$ cat src/rtl/fixed_point_pkg.sv
// Shared constants and state encoding for the sequential fixed-point divider.
package fixed_point_pkg;

    // Default operand format: Q8.8 signed.
    localparam int WIDTH     = 16;
    localparam int FRAC_BITS = 8;

    // Number of restoring-division iterations (one quotient bit per cycle).
    localparam int ITER = WIDTH + FRAC_BITS;

    // Saturation limits of the default format.
    localparam logic [WIDTH-1:0] SAT_MAX = {1'b0, {(WIDTH-1){1'b1}}};
    localparam logic [WIDTH-1:0] SAT_MIN = {1'b1, {(WIDTH-1){1'b0}}};

    // Controller states.
    typedef enum logic [1:0] {
        IDLE = 2'd0,
        RUN  = 2'd1,
        FIX  = 2'd2
    } state_t;

endpackage

$ cat src/rtl/fixed_point_divider_div_step.sv
// One radix-2 restoring division step: shift in the next dividend bit and
// subtract the divisor if it fits.
module div_step #(
    parameter int WIDTH = 16
) (
    input  logic [WIDTH:0]   i_rem,
    input  logic             i_d_msb,
    input  logic [WIDTH-1:0] i_b_abs,
    output logic [WIDTH:0]   o_rem,
    output logic             o_q_bit
);

    logic [WIDTH+1:0] w_trial;
    logic [WIDTH+1:0] w_div;
    logic [WIDTH:0]   w_diff;

    // Trial subtraction. The remainder stays below |b| < 2^WIDTH, so the
    // shifted trial value always fits in WIDTH+1 bits when the subtraction
    // is taken.
    always_comb begin
        w_trial = {i_rem, i_d_msb};
        w_div   = {2'b00, i_b_abs};
        w_diff  = w_trial[WIDTH:0] - {1'b0, i_b_abs};
        o_q_bit = (w_trial >= w_div);
        o_rem   = o_q_bit ? w_diff : w_trial[WIDTH:0];
    end

endmodule

$ cat src/rtl/fixed_point_divider.sv
// Sequential signed fixed-point divider: result = a / b, truncated toward
// zero, saturating on overflow and divide-by-zero. Fixed latency of
// WIDTH+FRAC_BITS+2 cycles from accept to the done pulse.
module fixed_point_divider #(
    parameter int WIDTH     = fixed_point_pkg::WIDTH,
    parameter int FRAC_BITS = fixed_point_pkg::FRAC_BITS
) (
    input  logic             clk,
    input  logic             rst_n,
    input  logic             start,
    input  logic [WIDTH-1:0] a,
    input  logic [WIDTH-1:0] b,
    output logic             busy,
    output logic             done,
    output logic [WIDTH-1:0] result,
    output logic             overflow_flag,
    output logic             negative,
    output logic             div_by_zero
);

    import fixed_point_pkg::*;

    localparam int N    = WIDTH + FRAC_BITS;
    localparam int CW   = $clog2(N + 1);
    localparam logic [CW-1:0]    LAST_CNT = CW'(N - 1);
    localparam logic [WIDTH-1:0] MAX_VAL  = {1'b0, {(WIDTH-1){1'b1}}};
    localparam logic [WIDTH-1:0] MIN_VAL  = {1'b1, {(WIDTH-1){1'b0}}};
    // Largest quotient magnitudes representable for each result sign.
    localparam logic [N-1:0]     Q_POS_LIM = {{FRAC_BITS{1'b0}}, MAX_VAL};
    localparam logic [N-1:0]     Q_NEG_LIM = {{FRAC_BITS{1'b0}}, MIN_VAL};

    state_t r_state;
    state_t r_state_next;

    logic             r_sign;
    logic             r_a_neg;
    logic             r_zero;
    logic [WIDTH-1:0] r_b_abs;
    logic [N-1:0]     r_d;
    logic [WIDTH:0]   r_rem;
    logic [N-1:0]     r_q;
    logic [CW-1:0]    r_cnt;
    logic             r_fix_ph;
    logic             r_ovf_pend;

    logic [WIDTH-1:0] r_result;
    logic             r_ovf;
    logic             r_dbz;
    logic             r_done;

    logic             w_busy;
    logic             w_accept;
    logic [WIDTH-1:0] w_a_abs;
    logic [WIDTH-1:0] w_b_abs;
    logic [WIDTH:0]   w_rem_next;
    logic             w_q_bit;
    logic             w_q_over;

    // The done cycle still counts as busy so a start there is ignored.
    assign w_busy   = (r_state != IDLE) || r_done;
    assign w_accept = start && !w_busy;

    // Operand magnitudes; the most negative value maps to 2^(WIDTH-1).
    assign w_a_abs = a[WIDTH-1] ? (~a + 1'b1) : a;
    assign w_b_abs = b[WIDTH-1] ? (~b + 1'b1) : b;

    // Quotient magnitude exceeds what the signed result can hold.
    assign w_q_over = r_sign ? (r_q > Q_NEG_LIM) : (r_q > Q_POS_LIM);

    div_step #(
        .WIDTH (WIDTH)
    ) u_div_step (
        .i_rem   (r_rem),
        .i_d_msb (r_d[N-1]),
        .i_b_abs (r_b_abs),
        .o_rem   (w_rem_next),
        .o_q_bit (w_q_bit)
    );

    // State register.
    always_ff @(posedge clk) begin
        if (!rst_n) begin
            r_state <= IDLE;
        end else begin
            r_state <= r_state_next;
        end
    end

    // Next-state logic: IDLE -> RUN for N iterations -> FIX (two phases) -> IDLE.
    always_comb begin
        r_state_next = r_state;
        case (r_state)
            IDLE: begin
                if (w_accept) begin
                    r_state_next = RUN;
                end
            end
            RUN: begin
                if (r_cnt == LAST_CNT) begin
                    r_state_next = FIX;
                end
            end
            FIX: begin
                if (r_fix_ph) begin
                    r_state_next = IDLE;
                end
            end
            default: r_state_next = IDLE;
        endcase
    end

    // Datapath: operand capture, iteration registers and result fix-up.
    always_ff @(posedge clk) begin
        if (!rst_n) begin
            r_sign     <= 1'b0;
            r_a_neg    <= 1'b0;
            r_zero     <= 1'b0;
            r_b_abs    <= '0;
            r_d        <= '0;
            r_rem      <= '0;
            r_q        <= '0;
            r_cnt      <= '0;
            r_fix_ph   <= 1'b0;
            r_ovf_pend <= 1'b0;
            r_result   <= '0;
            r_ovf      <= 1'b0;
            r_dbz      <= 1'b0;
            r_done     <= 1'b0;
        end else begin
            r_done <= 1'b0;
            case (r_state)
                IDLE: begin
                    if (w_accept) begin
                        r_sign   <= a[WIDTH-1] ^ b[WIDTH-1];
                        r_a_neg  <= a[WIDTH-1];
                        r_zero   <= (b == '0);
                        r_b_abs  <= w_b_abs;
                        r_d      <= {w_a_abs, {FRAC_BITS{1'b0}}};
                        r_rem    <= '0;
                        r_q      <= '0;
                        r_cnt    <= '0;
                        r_fix_ph <= 1'b0;
                    end
                end
                RUN: begin
                    r_rem <= w_rem_next;
                    r_q   <= {r_q[N-2:0], w_q_bit};
                    r_d   <= {r_d[N-2:0], 1'b0};
                    r_cnt <= r_cnt + CW'(1);
                end
                FIX: begin
                    if (!r_fix_ph) begin
                        // First phase: decide saturation.
                        r_ovf_pend <= w_q_over;
                        r_fix_ph   <= 1'b1;
                    end else begin
                        // Second phase: publish result and flags.
                        r_done <= 1'b1;
                        if (r_zero) begin
                            r_result <= r_a_neg ? MIN_VAL : MAX_VAL;
                            r_ovf    <= 1'b1;
                            r_dbz    <= 1'b1;
                        end else if (r_ovf_pend) begin
                            r_result <= r_sign ? MIN_VAL : MAX_VAL;
                            r_ovf    <= 1'b1;
                            r_dbz    <= 1'b0;
                        end else begin
                            r_result <= r_sign ? (~r_q[WIDTH-1:0] + 1'b1) : r_q[WIDTH-1:0];
                            r_ovf    <= 1'b0;
                            r_dbz    <= 1'b0;
                        end
                    end
                end
                default: begin
                    r_fix_ph <= 1'b0;
                end
            endcase
        end
    end

    assign busy          = w_busy;
    assign done          = r_done;
    assign result        = r_result;
    assign overflow_flag = r_ovf;
    assign negative      = r_result[WIDTH-1];
    assign div_by_zero   = r_dbz;

endmodule

$ cat config.mk
export PLATFORM = sky130hd
export DESIGN_NAME = fixed_point_divider
export DESIGN_NICKNAME = d
export VERILOG_FILES = /design/src/rtl/fixed_point_pkg.sv /design/src/rtl/fixed_point_divider_div_step.sv /design/src/rtl/fixed_point_divider.sv
export SDC_FILE = /design/constraint.sdc
export NUM_CORES = 1
export LEC_CHECK = 0
export BUFFER_PORTS_ARGS = -buffer_cell sky130_fd_sc_hd__buf_2
export CORE_ASPECT_RATIO = 1.2
export CORE_UTILIZATION = 36
export DETAILED_ROUTE_END_ITERATION = 12
export PLACE_DENSITY = 0.53
export SLEW_MARGIN = 25
export SYNTH_ARGS = -nofsm -noshare
export SYNTH_HDL_FRONTEND = slang
export SYNTH_HIERARCHICAL = 1
export SYNTH_SLANG_ARGS = --single-unit
$ cat constraint.sdc
create_clock -name clk -period 3.3 [get_ports clk]
set_clock_uncertainty 0.1 [all_clocks]
set_input_delay 0.165 -clock clk [delete_from_list [all_inputs] [get_ports clk]]
set_output_delay 0.165 -clock clk [all_outputs]
set_load 0.1 [all_outputs]
==> flow_summary.toml <==
[worst_hold_path]
holdPathStages = 3
hp-class = "in -> reg"
hp-start = "b[0]"
hold-path-endpoint = "r_b_abs[0]$_SDFFE_PN0P_"

[grt]
overflow = 0
met1_usage = 0.2279
grt_pass1_vias = 5368
grt_usage = 0.1883
antenna_found_initial = 0
use_met3 = 0.03056
grt_pass1_wl_um = 26100
grt_max_degree = 50
gr-max-usage-layer = "met2"
grt_use_met2 = 0.3355

[setup_path]
critPathKind = "reg -> reg"
r2r_slack_ns = 0.33
r2r_end = "r_rem[12]$_SDFFE_PN0P_"
crit_arrival_ns = 3.10
startpoint = "r_d[23]$_SDFFE_PN0P_"
required_ns = 3.44
critPathLaunchType = "flop"
r2r_cells = 11
cp_max_fo = 26
crit_path_end_kind = "flop"
reg2reg_from = "r_d[23]$_SDFFE_PN0P_"

[yosys]
ys_seq_area_frac = 0.3464
netlist_instances = 747
ys_types = 72
async_flop_share = 0
synth_top_flop_cell = "dfxtp_1"
synth_top_area_frac = 0.3464
yosysTopAreaCell = "dfxtp_1"
synth_warnings = 6
ys_seq_elements = 104
avgSynthCellArea_um2 = 8.047
syn_nets = 803
synth_area_leaders = "dfxtp_1 35%, nor2_1 6.4%, a21oi_1 5.4%"
synth-edff-count = 0
netlist_area_mm2 = 0.006011

[sta]
timing.fmax_ghz = 0.3368
fin_crit_sh = 0.8998
hold_viol = 0
setup_viol = 0
rsz0062_at_grt = "no"
max_slew_margin = 0.4684
tightest_slew_ns = 0.7964
report.final.slew_viol_count = 0
period_minus_slack_ns = 2.969
fin_tns_setup_ns = 0

[detailed_routing]
postRouteWirelength_um = 15700
remaining_drc_errors = 0
first_pass_iters = 5
drtAntennaViolNets = 0
vias = 5525
via_per_inst = 5.603
wire_per_inst_um = 15.92
drt-initial-drc-count = 347

[power]
p_switching_mw = 1.934
combPwrFrac = 0.484
p_leak_nw = 2.579
intPower_mw = 3.027
power.density_mw_per_mm2 = 740.9
ir_worst_vdd_v = 0.0003034
pwr-share-seq = 0.296
clkPwrFrac = 0.220
swShare = 0.3899

[finish]
fin_nets = 826
fillCellCount = 1671
seq_area_mm2 = 0.002082
antenna_cells = 0
multi_input_comb_area_mm2 = 0.003563
syn2layout_area_growth_pct = 11.41
layout-drive-gt1-share = 0.1357
final_cells = 986
final_common_cell = "dfxtp_1"
final_cell_mix = "104 x dfxtp_1, 103 x nor2_1, 65 x a21oi_1"

[status]
status = "finished, final reports clean"

[clocking]
cts.clk_slew.worst_paths_ns = 0.07
cts_sinks = 104
cts_tree = "built"
htree_levels = 3
insertion_delay_ns = 0.35
cts_resized = 0
clockRootBuffer = "clkbuf_16"
clock_path_buffers = 2
numCtsBuffers = 9

[place]
dp_hpwl_um = 10890
io_buffer_count = 55
dpl.cell_count = 970
gp_congestion = 0.8290

[job]
cap_violations = 0

[floorplan]
start_util = 0.3694
core.rowCount = 51
core-area_mm2 = 0.01627
ioPinCount = 56
die_width_um = 120.0
fp.dieArea_mm2 = 0.01722
die_h_um = 143.5
kinds of logic (layout without fill, tap and decap cells):
family / after synthesis / in the layout / share of synthesized area
and+or+nand+nor: 257 / 257 / 0.2092
AOI/OAI and AO/OA: 224 / 224 / 0.2502
DFF: 104 / 104 / 0.3464
buffers and inverters: 86 / 113 / 0.06369
xor gates and xnor gates: 43 / 43 / 0.06266
adders and majority gates: 21 / 21 / 0.04496
muxes: 12 / 12 / 0.02290
critical path, cell delays in order (launching register included):
cell      delay (ns)
dfxtp_1         0.32
inv_1           0.06
ha_1            0.15
inv_1           0.05
fa_1            0.39
a21o_1          0.21
a221o_1         0.39
o211ai_2        0.22
nand3_4         0.32
mux2_4          0.40
a22oi_1         0.17
nor2_1          0.05
timing repair:
action                     4_1_cts  5_1_grt
hold buffers                     1        0
hold endpoints to repair         1        0
buffers inserted                 0        0
setup endpoints to repair        0        0
power by group through the flow:
stage	registers [mW]	logic, mW	clock network (mW)
2_1_floorplan	1.47	2.03	0
3_3_place_gp	1.50	2.32	0
3_5_place_dp	1.50	2.36	0
4_1_cts	1.47	2.39	1.12
5_1_grt	1.49	2.65	1.17
6_report	1.47	2.40	1.09
per-stage QoR:
step / instance area [um2] / total power [mW] / hold slack [ns] / worst slack [ns] / utilization
global placement: 6394 / 3.816 / 0.3440 / 0.3962 / 0.3929
CTS: 6696 / 4.978 / 0.01206 / 0.3200 / 0.4115
global route: 6696 / 5.306 / 0.03327 / 0.1683 / 0.4115
detailed placement: 6394 / 3.858 / 0.3484 / 0.3498 / 0.3929
floorplan: 6011 / 3.501 / 0.2010 / 0.6150 / -
finish: 6696 / 4.962 / 0.02419 / 0.3307 / 0.4115
synth_stat cells, drive strengths merged, types with 2 or more instances:
| cell | count |
|---|---|
| a211oi | 17 |
| a21o | 4 |
| a21oi | 65 |
| a221oi | 2 |
| a222oi | 9 |
| a22oi | 31 |
| a2bb2oi | 2 |
| a31oi | 6 |
| and3 | 3 |
| and3b | 2 |
| buf | 15 |
| clkbuf | 38 |
| dfxtp | 104 |
| ha | 20 |
| inv | 31 |
| mux2 | 8 |
| mux2i | 4 |
| nand2 | 50 |
| nand2b | 8 |
| nand3 | 27 |
| nand3b | 5 |
| nand4 | 6 |
| nor2 | 103 |
| nor2b | 7 |
| nor3 | 13 |
| nor3b | 2 |
| nor4 | 9 |
| o211ai | 3 |
| o21a | 7 |
| o21ai | 35 |
| o21bai | 2 |
| o22ai | 9 |
| o31a | 3 |
| o31ai | 10 |
| o41a | 3 |
| o41ai | 6 |
| or3 | 7 |
| or4 | 10 |
| xnor2 | 22 |
| xor2 | 21 |
registers in the layout, summed over array words and instances (netlist names):
| register | count |
|---|---|
| r_ovf_pend | 1 |
| r_cnt | 5 |
| r_rem | 17 |
| r_a_neg | 1 |
| r_fix_ph | 1 |
| result | 16 |
| r_state | 2 |
| r_sign | 1 |
| done | 1 |
| r_zero | 1 |
| r_q | 24 |
| r_d | 16 |
| overflow_flag | 1 |
| r_b_abs | 16 |
| div_by_zero | 1 |
area by class of cell:
cell class | instances | area share
multi-input combinational | 557 | 0.5321
sequential | 104 | 0.3109
timing repair buffer | 66 | 0.05568
tap | 212 | 0.03961
clock buffer | 10 | 0.03419
inverter | 32 | 0.01794
clock inverter | 5 | 0.009529
routing by layer:
| layer | vias to the layer above | part of all wire |
|---|---|---|
| li1 | 2748 | - |
| met1 | 2636 | 0.45 |
| met2 | 124 | 0.49 |
| met3 | 17 | 0.041 |
| met4 | 0 | 0.014 |
| met5 | - | 0 |
worst max-delay path by stage:
stage | cells past startpoint | slack (ns) | to
2_1_floorplan | 12 | 0.62 | r_rem[12]$_SDFFE_PN0P_
3_3_place_gp | 11 | 0.40 | r_rem[14]$_SDFFE_PN0P_
3_5_place_dp | 11 | 0.35 | r_rem[12]$_SDFFE_PN0P_
4_1_cts | 11 | 0.32 | r_rem[12]$_SDFFE_PN0P_
5_1_grt | 11 | 0.17 | r_rem[12]$_SDFFE_PN0P_
6_report | 11 | 0.33 | r_rem[12]$_SDFFE_PN0P_
Note: power is estimated with default switching activity, not from simulation.
